**config.mk**
```make
export PLATFORM = sky130hd
export DESIGN_NAME = clock_sched
export DESIGN_NICKNAME = d
export VERILOG_FILES = /design/src/rtl/clock_sched.sv
export SDC_FILE = /design/constraint.sdc
export NUM_CORES = 1
export LEC_CHECK = 0
export CAP_MARGIN = 0
export CORE_MARGIN = 3
export CORE_UTILIZATION = 52
export CTS_CLUSTER_DIAMETER = 50
export DETAILED_ROUTE_END_ITERATION = 7
export PLACE_DENSITY_LB_ADDON = 0.1
export SYNTH_ARGS = -nofsm -noshare
export SYNTH_HDL_FRONTEND = slang
export SYNTH_SLANG_ARGS = --single-unit
```
**constraint.sdc**
```tcl
create_clock -name mclk -period 3.75 [get_ports mclk]
set_input_delay 1.125 -clock mclk [delete_from_list [all_inputs] [get_ports mclk]]
set_output_delay 1.125 -clock mclk [all_outputs]
set_load 0.02 [all_outputs]
```
**src/rtl/clock_sched.sv**
```systemverilog
// Time-of-day clock with a single armable alarm, driven by a 1 Hz tick strobe.
// All outputs are registered: inputs sampled at one mclk edge show up right after that edge.
module clock_sched #(
  parameter int ALARM_SECS = 30
) (
  input  logic       mclk,
  input  logic       rst_n,
  input  logic       tick,
  input  logic       set,
  input  logic [4:0] nowH,
  input  logic [5:0] nowM,
  input  logic [4:0] timerH,
  input  logic [5:0] timerM,
  input  logic       run_enable,
  input  logic       alarm_ack,
  output logic [4:0] curH,
  output logic [5:0] curM,
  output logic [5:0] curS,
  output logic       alarm,
  output logic       min_tick,
  output logic       err,
  output logic [1:0] state
);

  typedef enum logic [1:0] {
    IDLE    = 2'd0,
    RUN     = 2'd1,
    ARMED   = 2'd2,
    RINGING = 2'd3
  } state_t;

  state_t     state_q;
  logic [4:0] cur_h_q;
  logic [5:0] cur_m_q;
  logic [5:0] cur_s_q;
  logic [5:0] ring_q;
  logic       alarm_q;
  logic       min_tick_q;
  logic       err_q;
  logic       run_en_q;

  logic [4:0] inc_h_d;
  logic [5:0] inc_m_d;
  logic [5:0] inc_s_d;
  logic       sec_wrap;
  logic       set_ok;
  logic       timer_ok;
  logic       rise;
  logic       match;

  // Next time-of-day one second on, plus the alarm match on that incremented value.
  always_comb begin
    sec_wrap = (cur_s_q == 6'd59);
    inc_s_d  = sec_wrap ? 6'd0 : cur_s_q + 6'd1;
    inc_m_d  = cur_m_q;
    inc_h_d  = cur_h_q;
    if (sec_wrap) begin
      inc_m_d = (cur_m_q == 6'd59) ? 6'd0 : cur_m_q + 6'd1;
      if (cur_m_q == 6'd59) begin
        inc_h_d = (cur_h_q == 5'd23) ? 5'd0 : cur_h_q + 5'd1;
      end
    end
    match    = (inc_s_d == 6'd0) && (inc_h_d == timerH) && (inc_m_d == timerM);
    set_ok   = set && (nowH <= 5'd23) && (nowM <= 6'd59);
    timer_ok = (timerH <= 5'd23) && (timerM <= 6'd59);
    rise     = run_enable && !run_en_q;
  end

  always_ff @(posedge mclk) begin
    if (!rst_n) begin
      state_q    <= IDLE;
      cur_h_q    <= 5'd0;
      cur_m_q    <= 6'd0;
      cur_s_q    <= 6'd0;
      ring_q     <= 6'd0;
      alarm_q    <= 1'b0;
      min_tick_q <= 1'b0;
      err_q      <= 1'b0;
      run_en_q   <= 1'b0;
    end else begin
      run_en_q   <= run_enable;
      min_tick_q <= 1'b0;
      err_q      <= 1'b0;

      // A load always wins over the tick; an invalid load only flags err.
      if (set) begin
        if (set_ok) begin
          cur_h_q <= nowH;
          cur_m_q <= nowM;
          cur_s_q <= 6'd0;
        end else begin
          err_q <= 1'b1;
        end
      end else if (tick && state_q != IDLE) begin
        cur_h_q    <= inc_h_d;
        cur_m_q    <= inc_m_d;
        cur_s_q    <= inc_s_d;
        min_tick_q <= sec_wrap;
      end

      case (state_q)
        IDLE: begin
          if (set_ok) state_q <= RUN;
        end
        RUN: begin
          if (rise) begin
            if (timer_ok) state_q <= ARMED;
            else          err_q   <= 1'b1;
          end
        end
        ARMED: begin
          if (!set && tick && match) begin
            state_q <= RINGING;
            alarm_q <= 1'b1;
            ring_q  <= 6'(ALARM_SECS);
          end
        end
        RINGING: begin
          if (alarm_ack || set) begin
            state_q <= RUN;
            alarm_q <= 1'b0;
            ring_q  <= 6'd0;
          end else if (tick) begin
            if (ring_q == 6'd1) begin
              state_q <= RUN;
              alarm_q <= 1'b0;
              ring_q  <= 6'd0;
            end else begin
              ring_q <= ring_q - 6'd1;
            end
          end
        end
        default: state_q <= IDLE;
      endcase
    end
  end

  assign curH     = cur_h_q;
  assign curM     = cur_m_q;
  assign curS     = cur_s_q;
  assign alarm    = alarm_q;
  assign min_tick = min_tick_q;
  assign err      = err_q;
  assign state    = state_q;

endmodule

```
==> impl_metrics.py <==
metrics = {
    "yosys": {
        "yosys.area_share.adder_pct": 5.79,
        "syn_area_per_cell_um2": 7.43,
        "async_flop_share_pct": 0,
        "synth_top_family_by_area": "simple AND/OR/NAND/NOR gates",
        "synth_edf_count": 0,
        "yosys.area_share.xor_xnor_pct": 2.58,
        "synthSimpleGateAreaFrac_pct": 28.7,
        "synth-compound-area-share_pct": 28.3,
        "synth_fp_nets": 359,
        "synth_area_um2": 2380,
        "ys.flop_type": "dfxtp_1",
        "ys_ff_latch": 29,
        "yosysSeqAreaShare_pct": 24.4,
        "synth.area.mux_share_pct": 2.16,
        "yosysUniqueCellTypes": 58,
        "ys_warn_count": 0,
        "syn_inst": 320,
    },
    "sta": {
        "period_share_pct": 87.9,
        "worst-slew-pin-transition_ns": 0.752,
        "report.final.setup_viol": 0,
        "slew_headroom_pct": 49.8,
        "clock-skew-final_ns": 0.00340,
        "min_period_ns": 3.30,
        "fmax_mhz": 303,
        "rsz0062_at_grt": "no",
        "report.final.slew_viol_count": 0,
        "fin_tns_setup_ns": 0,
        "whs_ns": 0.524,
        "finalHoldViolations": 0,
    },
    "grt": {
        "grtUsageTotal_pct": 26.0,
        "grt_pass1_wl_um": 11100,
        "antenna_found_initial": 0,
        "gr-total-overflow": 0,
        "grt_max_degree": 25,
        "first_global_vias": 2335,
    },
    "layout": {
        "final_layout_size_suffix_gt1_share_pct": 6.67,
        "fillCellCount": 370,
        "final_core_util_pct": 70.2,
        "syn2layout_area_growth_pct": 24.1,
        "final_nets": 400,
        "antennaDiodeCount": 0,
        "final_area_um2": 2950,
        "layout_common_cells": "49 x clkdlybuf4s50_1, 29 x nor2_1, 29 x dfxtp_1, 26 x nand2_1, 26 x a21oi_1",
        "final_common_cell": "clkdlybuf4s50_1",
    },
    "routing": {
        "wl_per_cell_um": 16.3,
        "num_vias": 2575,
        "drt_iter0_drc": 243,
        "ant_nets": 0,
        "routed_wirelength_um": 6680,
        "drc": 0,
        "via_per_inst": 6.28,
        "dr.pass1.iters": 6,
    },
    "clock_network": {
        "cts-buffers-inserted": 5,
        "clock-root-buffer": "clkbuf_8",
        "cts_buffer_depth": 2,
        "cts.sinks": 29,
        "h-tree-depth": 2,
        "cts.clk_slew.worst_paths_ns": 0.06,
        "cts_tree": "done",
        "ctsResizeCount": 0,
        "clock_latency_ns": 0.28,
        "ctsHoldBuffers": 0,
        "postCtsSetupBuffers": 0,
    },
    "die": {
        "die_y_um": 73.6,
        "start_util_pct": 56.6,
        "die_area_um2": 5420,
        "dieWidth_um": 73.6,
        "rows": 23,
        "core-area_um2": 4200,
        "io_pins": 50,
    },
    "run_status": {
        "run_status": "completed",
    },
    "setup_path": {
        "r2r_start": "curS[0]$_SDFFE_PN0P_",
        "crit_type": "reg2reg",
        "rrSetupSlack_ns": 0.45,
        "ff2ff_path_depth": 10,
        "worst_setup_path_end_kind": "flip-flop",
        "cp_max_fo": 11,
        "cp.arrival_ns": 3.47,
        "cp-start-kind": "flip-flop",
        "worstSetupStartpoint": "curS[0]$_SDFFE_PN0P_",
        "rr_endpoint": "ring_q[5]$_SDFFE_PN0P_",
        "cp.required_ns": 3.92,
    },
    "run": {
        "maxCapViolCount": 0,
    },
    "place": {
        "place_area_um2": 2880,
        "dp_hpwl_um": 4950,
        "portBuffers": 49,
        "gp_congestion": 0.916,
    },
    "power_and_ir_drop": {
        "totalPowerFinal_uw": 1070,
        "vdd_drop_max_mv": 0.235,
        "leakagePower_uw": 0.00109,
        "power_density_nw_per_um2": 364,
    },
    "hold_path": {
        "hold_depth": 2,
        "min_to": "curM[0]$_SDFFE_PN0P_",
        "hold_start": "curM[0]$_SDFFE_PN0P_",
        "holdCritPathClass": "reg2reg",
    },
}
synthesized netlist by cell type (3+ instances only):
cell type,instances,area share (%)
o311a_1,3,1.3
a21oi_1,26,5.5
nor2_1,29,4.6
clkbuf_1,11,1.7
dfxtp_1,29,24
nor4_1,6,1.6
nand2b_1,7,1.8
a211oi_1,4,1.3
a311oi_1,5,1.8
inv_1,18,2.8
or3_1,6,1.6
xor2_1,3,1.1
nand4b_1,4,1.5
mux2i_1,4,1.7
nor3_1,9,1.9
nand4_1,5,1.3
o21ai_0,23,4.8
nand2_1,26,4.1
ha_1,11,5.8
a31oi_1,7,1.8
buf_2,8,1.7
nand3_1,15,3.2
and3_1,6,1.6
xnor2_1,4,1.5
how the worst max path moves through the flow:
| stage | endpoint |
|---|---|
| after floorplan | ring_q[2]$_SDFFE_PN0P_ |
| after global placement | ring_q[0]$_SDFFE_PN0P_ |
| after detailed placement | ring_q[0]$_SDFFE_PN0P_ |
| after CTS | ring_q[0]$_SDFFE_PN0P_ |
| after global routing | ring_q[0]$_SDFFE_PN0P_ |
| final | ring_q[5]$_SDFFE_PN0P_ |
worst max-delay path: stages (launching register included):
cell and delay, ns:
dfxtp_1 0.47, ha_1 0.42, nand2b_1 0.26, nor3_2 0.30, mux2_2 0.35, a2111oi_0 0.47
nand4_2 0.23, o21ai_1 0.20, buf_4 0.20, a211oi_1 0.09, a21o_1 0.19
metal layers:
layer,global-route usage [%],wire length [µm],vias up
li1,-,-,1258
met1,36.1,2980,1190
met2,40.6,3100,116
met3,5.06,501,11
met4,7.85,106,0
met5,0,0,-
area by class of cell:
cell class	count	area [µm²]	area share, %
clock buffer	5	68.8	2.33
clock inverter	1	5.00	0.170
inverter	18	67.6	2.29
multi-input combinational	249	1610	54.5
sequential	29	581	19.7
tap	50	62.6	2.12
timing repair buffer	58	558	18.9
kinds of logic (layout without fill, tap and decap cells):
logic type | after synthesis | count (layout)
flip-flops | 29 | 29
multiplexers | 5 | 5
AO/OA/AOI/OAI | 98 | 98
AND/OR/NAND/NOR | 128 | 128
XOR/XNOR | 7 | 7
adder cells (fa/ha/maj) | 11 | 11
buffers and inverters | 42 | 82
power breakdown:
part	total, µW	switching (µW)	internal [µW]
sequential	406	61.2	345
combinational	429	235	194
clock	238	116	122
total	1070	412	660
stage by stage:
stage,cells,worst slack [ns]
2_1_floorplan,320,0.731
3_3_place_gp,404,0.262
3_5_place_dp,404,0.226
4_1_cts,410,0.502
5_1_grt,410,0.203
6_report,410,0.453
state kept, by name, indices dropped and copies added, names as in the netlist:
register and flops:
run_en_q 1, alarm 1, curM 6, curH 5
ring_q 6, state 2, err 1, min_tick 1
curS 6
(Power assumes the default switching activity.)
==> RTL change 1, RTL diff (config.mk and constraints unchanged) <==
Set the parameter `ALARM_SECS` to 15 (it was 30).
--- a/src/rtl/clock_sched.sv
+++ b/src/rtl/clock_sched.sv
@@ -2,5 +2,5 @@
 // All outputs are registered: inputs sampled at one mclk edge show up right after that edge.
 module clock_sched #(
-  parameter int ALARM_SECS = 30
+  parameter int ALARM_SECS = 15
 ) (
   input  logic       mclk,
Function: same outputs for any inputs over 10 cycles, from zero or initial values and one cycle with rst_n low; that may be too few to reach the edited logic, so the function may still have changed.
==> RTL change 1 against the unedited design <==
Clock power up 45%. Register-to-register slack better by 0.02 ns. Die area up 1.3%. Sequential cell count unchanged. Design area up 5.8%. Total power up 9.3%. Largest cell class unchanged. Core utilization up 0.50 points. Count of clock-buffer cells in the layout up 2. Routed wire length up 11%. Non-clock buffer count up 6. Highest routed layer unchanged. Area after synthesis up 1.4%. Setup slack worse by 0.34 ns.
==> RTL change 1: results (changes against the unedited design) <==
| Metric | Value |
|---|---|
| Run status | `completed (unchanged)` |
| Dpl cell area | `2990 um2 (was 2880 um2)` |
| Commonest cells in the synthesized netlist | `29 x dfxtp_1, 27 x nand2_1, 22 x o21ai_0 (was 29 x dfxtp_1, 29 x nor2_1, 26 x a21oi_1, 26 x nand2_1, 23 x o21ai_0)` |
| Clk pwr | `0.345 mW (was 0.238 mW)` |
| Cell Count, Final, Fillers Out | `421 (was 410)` |
| End of the critical path | `state[0] (was ring_q[5])` |
| Global Route met3 Usage | `5.14% (was 5.06%)` |
| FF-to-FF Start | `curS[3] (was curS[0])` |
| Placed Cells | `413 (was 404)` |
| Placer Congestion | `0.936 (was 0.916)` |
| Count of different cell masters after synthesis | `67 (was 58)` |
| R2R setup slack | `0.47 ns (was 0.45 ns)` |
| Via/cell ratio | `6.57 (was 6.28)` |
| Synth Net Count | `357 (was 359)` |
| Top delay family on crit path | `simple AND/OR/NAND/NOR gates (was compound AO/OA/AOI/OAI gates)` |
| Leakage | `1.20 nW (was 1.09 nW)` |
| DRT iter0 DRCs | `469 (was 243)` |
| Seq. pwr | `0.394 mW (was 0.406 mW)` |
| GR Util met2 | `46.6% (was 40.6%)` |
| Worst Clk Skew | `0.00378 ns (was 0.00340 ns)` |
| Avg Inst Size Synth | `7.58 um2 (was 7.43 um2)` |
| Maximum vdd drop | `0.334 mV (was 0.235 mV)` |
| Met1 Use GR | `35.9% (was 36.1%)` |
| Total Routing Usage GR | `27.9% (was 26.0%)` |
| Sw frac | `35.7% (was 38.5%)` |
| First-pass GRT wire length | `12000 um (was 11100 um)` |
| Max FO, Critical Path | `3 (was 11)` |
| Placed wire-length estimate | `5390 um (was 4950 um)` |
| Met3 Wirelength | `645 um (was 501 um)` |
| Final wirelength | `7410 um (was 6680 um)` |
| Slew HR | `46.1% (was 49.8%)` |
| Setup WS post-layout | `0.114 ns (was 0.453 ns)` |
-- RTL change 1: changes by cell type after synthesis, moves of 5 or more --
cell,unedited run,this run
nand3_1,15,21
clkbuf_1,11,18
or3_1,6,1
buf_2,8,2
nor2_1,29,20
nand2b_1,7,13
a21oi_1,26,17
inv_1,18,12
a311oi_1,5,0
-- RTL change 1: logic make-up after synthesis --
kind of cell,synth area share (%)
DFF,24.1
AOI/OAI and AO/OA,26.9
adders and majority gates,5.71
and+or+nand+nor,30.9
xor gates and xnor gates,2.91
buffers and inverters,5.56
muxes,3.89
-- RTL change 1: area by class of cell --
cell class	count	area, um2
flip-flops and latches	29	581
clock buffers	7	86.3
clock inverters	1	30.0
fillers	375	1290
well taps	52	65.1
repair buffers	64	609
inverters	12	45.0
multi-input cells	256	1700
-- RTL change 1: tightest hold or removal path: cells and delay by family (launching register included) --
kind,cells,cell delay (ns)
DFF,1,0.35
muxes,1,0.06
and+or+nand+nor,1,0.07
==> RTL change 2, RTL diff (same settings) <==
Made on the original files. Put one more register stage on the output `err`. The value now appears one clock later. The other outputs are not delayed to match.
--- a/src/rtl/clock_sched.sv
+++ b/src/rtl/clock_sched.sv
@@ -141,5 +141,7 @@
   assign alarm    = alarm_q;
   assign min_tick = min_tick_q;
-  assign err      = err_q;
+  always_ff @(posedge mclk) begin
+    err <= err_q;
+  end
   assign state    = state_q;
 
Behaviour: not the same (Yosys sat finds a counterexample within 4 cycles, from zero or initial values and one cycle with rst_n low).
==> RTL change 2 against the unedited design <==
First-iteration DRC count decreased by 23%. Final cell count up 0.73%. Critical path depth unchanged. Sequential cell count increased by 1. Non-clock buffer count is 4 higher. Design area up 4.2%. Routed wire length rose by 9.6%. Total power is 20% higher. Die area grew 0.24%. Area after synthesis rose by 0.26%. Largest power group unchanged. Setup slack worse by 0.075 ns. Synthesized cell count fell by 2.8%.
==> RTL change 2: results (changes against the unedited design) <==
| Metric | Value |
|---|---|
| Synth Net Count | `350 (was 359)` |
| Maximum vdd drop | `0.212 mV (was 0.235 mV)` |
| R2R setup slack | `0.56 ns (was 0.45 ns)` |
| Adder-cell area share of the yosys netlist | `5.77% (was 5.79%)` |
| Worst Clk Skew | `0.00616 ns (was 0.00340 ns)` |
| Antenna Cells | `0 (unchanged)` |
| Slew HR | `49.9% (was 49.8%)` |
| Leakage | `1.13 nW (was 1.09 nW)` |
| Complex-gate fraction of the synthesized area | `27.2% (was 28.3%)` |
| Xor/xnor share of the synthesized area | `1.47% (was 2.58%)` |
| Final wirelength | `7320 um (was 6680 um)` |
| Vias in the first global route | `2376 (was 2335)` |
| Total Routing Usage GR | `28.2% (was 26.0%)` |
| Largest net degree at the start of global routing | `21 (was 25)` |
| Hold EP | `err (was curM[0])` |
| Main area contributors after synthesis | `dfxtp_1 25%, ha_1 5.8%, nand2_1 5.0% (was dfxtp_1 24%, ha_1 5.8%, a21oi_1 5.5%)` |
| Placed wire-length estimate | `5350 um (was 4950 um)` |
| Run status | `completed (unchanged)` |
| Hold path depth | `0 (was 2)` |
| Commonest cells in the synthesized netlist | `32 x nand2_1, 30 x dfxtp_1, 25 x nor2_1 (was 29 x dfxtp_1, 29 x nor2_1, 26 x a21oi_1, 26 x nand2_1, 23 x o21ai_0)` |
| HP Start | `err_q (was curM[0])` |
| Via/cell ratio | `6.30 (was 6.28)` |
| Layout cells sized above 1 | `10.2% (was 6.67%)` |
| Slowest cell on crit path | `clkdlybuf4s50_1 (was dfxtp_1)` |
| Worst Path Arrival | `3.58 ns (was 3.47 ns)` |
| P_sw | `0.444 mW (was 0.412 mW)` |
| Count of different cell masters after synthesis | `70 (was 58)` |
| DR pass1 iterations | `4 (was 6)` |
| Critical R2R Capture | `ring_q[3] (was ring_q[5])` |
| Final net count | `401 (was 400)` |
| Seq/Total Area, Yosys | `25.2% (was 24.4%)` |
| CP max stage delay | `0.49 ns (was 0.47 ns)` |
| First-pass GRT wire length | `11800 um (was 11100 um)` |
| Placer Congestion | `0.963 (was 0.916)` |
[RTL change 2: stage by stage]
stage                     setup slack, ns  instance area (um2)  instances  hold WS [ns]
after CTS                           0.392                 3070        413         0.350
after global placement              0.103                 2930        405         0.328
after detailed placement            0.107                 2930        405         0.331
after global routing               0.0102                 3070        413         0.363
after floorplan                     0.824                 2380        311         0.310
final                               0.378                 3070        413         0.357
[RTL change 2: how the worst max path moves through the flow]
stage              start  slack, ns  cells after the start   endpoint
2_1_floorplan  timerM[5]       0.82                      9  ring_q[5]
3_3_place_gp   timerM[5]       0.10                     10  ring_q[3]
3_5_place_dp   timerM[5]       0.11                     10  ring_q[3]
4_1_cts        timerM[5]       0.39                     10   state[0]
5_1_grt        timerM[5]       0.01                     10  ring_q[3]
6_report       timerM[5]       0.38                     10  ring_q[3]
[RTL change 2: power by group through the flow]
stage / logic (mW) / clock network (mW) / registers [mW]
2_1_floorplan: 0.262 / 0 / 0.431
3_3_place_gp: 0.439 / 0 / 0.413
3_5_place_dp: 0.447 / 0 / 0.414
4_1_cts: 0.453 / 0.422 / 0.407
5_1_grt: 0.498 / 0.439 / 0.414
6_report: 0.456 / 0.421 / 0.409
[RTL change 2: metal layers]
layer | global-route usage [%] | wire length [um] | up-vias
met5 | 0 | 0 | -
met4 | 7.85 | 132 | 0
met3 | 7.66 | 696 | 11
met2 | 43.7 | 3320 | 126
met1 | 38.1 | 3170 | 1194
li1 | - | - | 1270
[RTL change 2: layout make-up]
cell class / count / area share, %
tap: 50 / 2.04
inverter: 18 / 2.20
sequential: 30 / 19.6
timing repair buffer: 62 / 19.1
clock buffer: 6 / 2.69
clock inverter: 2 / 1.96
multi-input combinational: 245 / 52.4
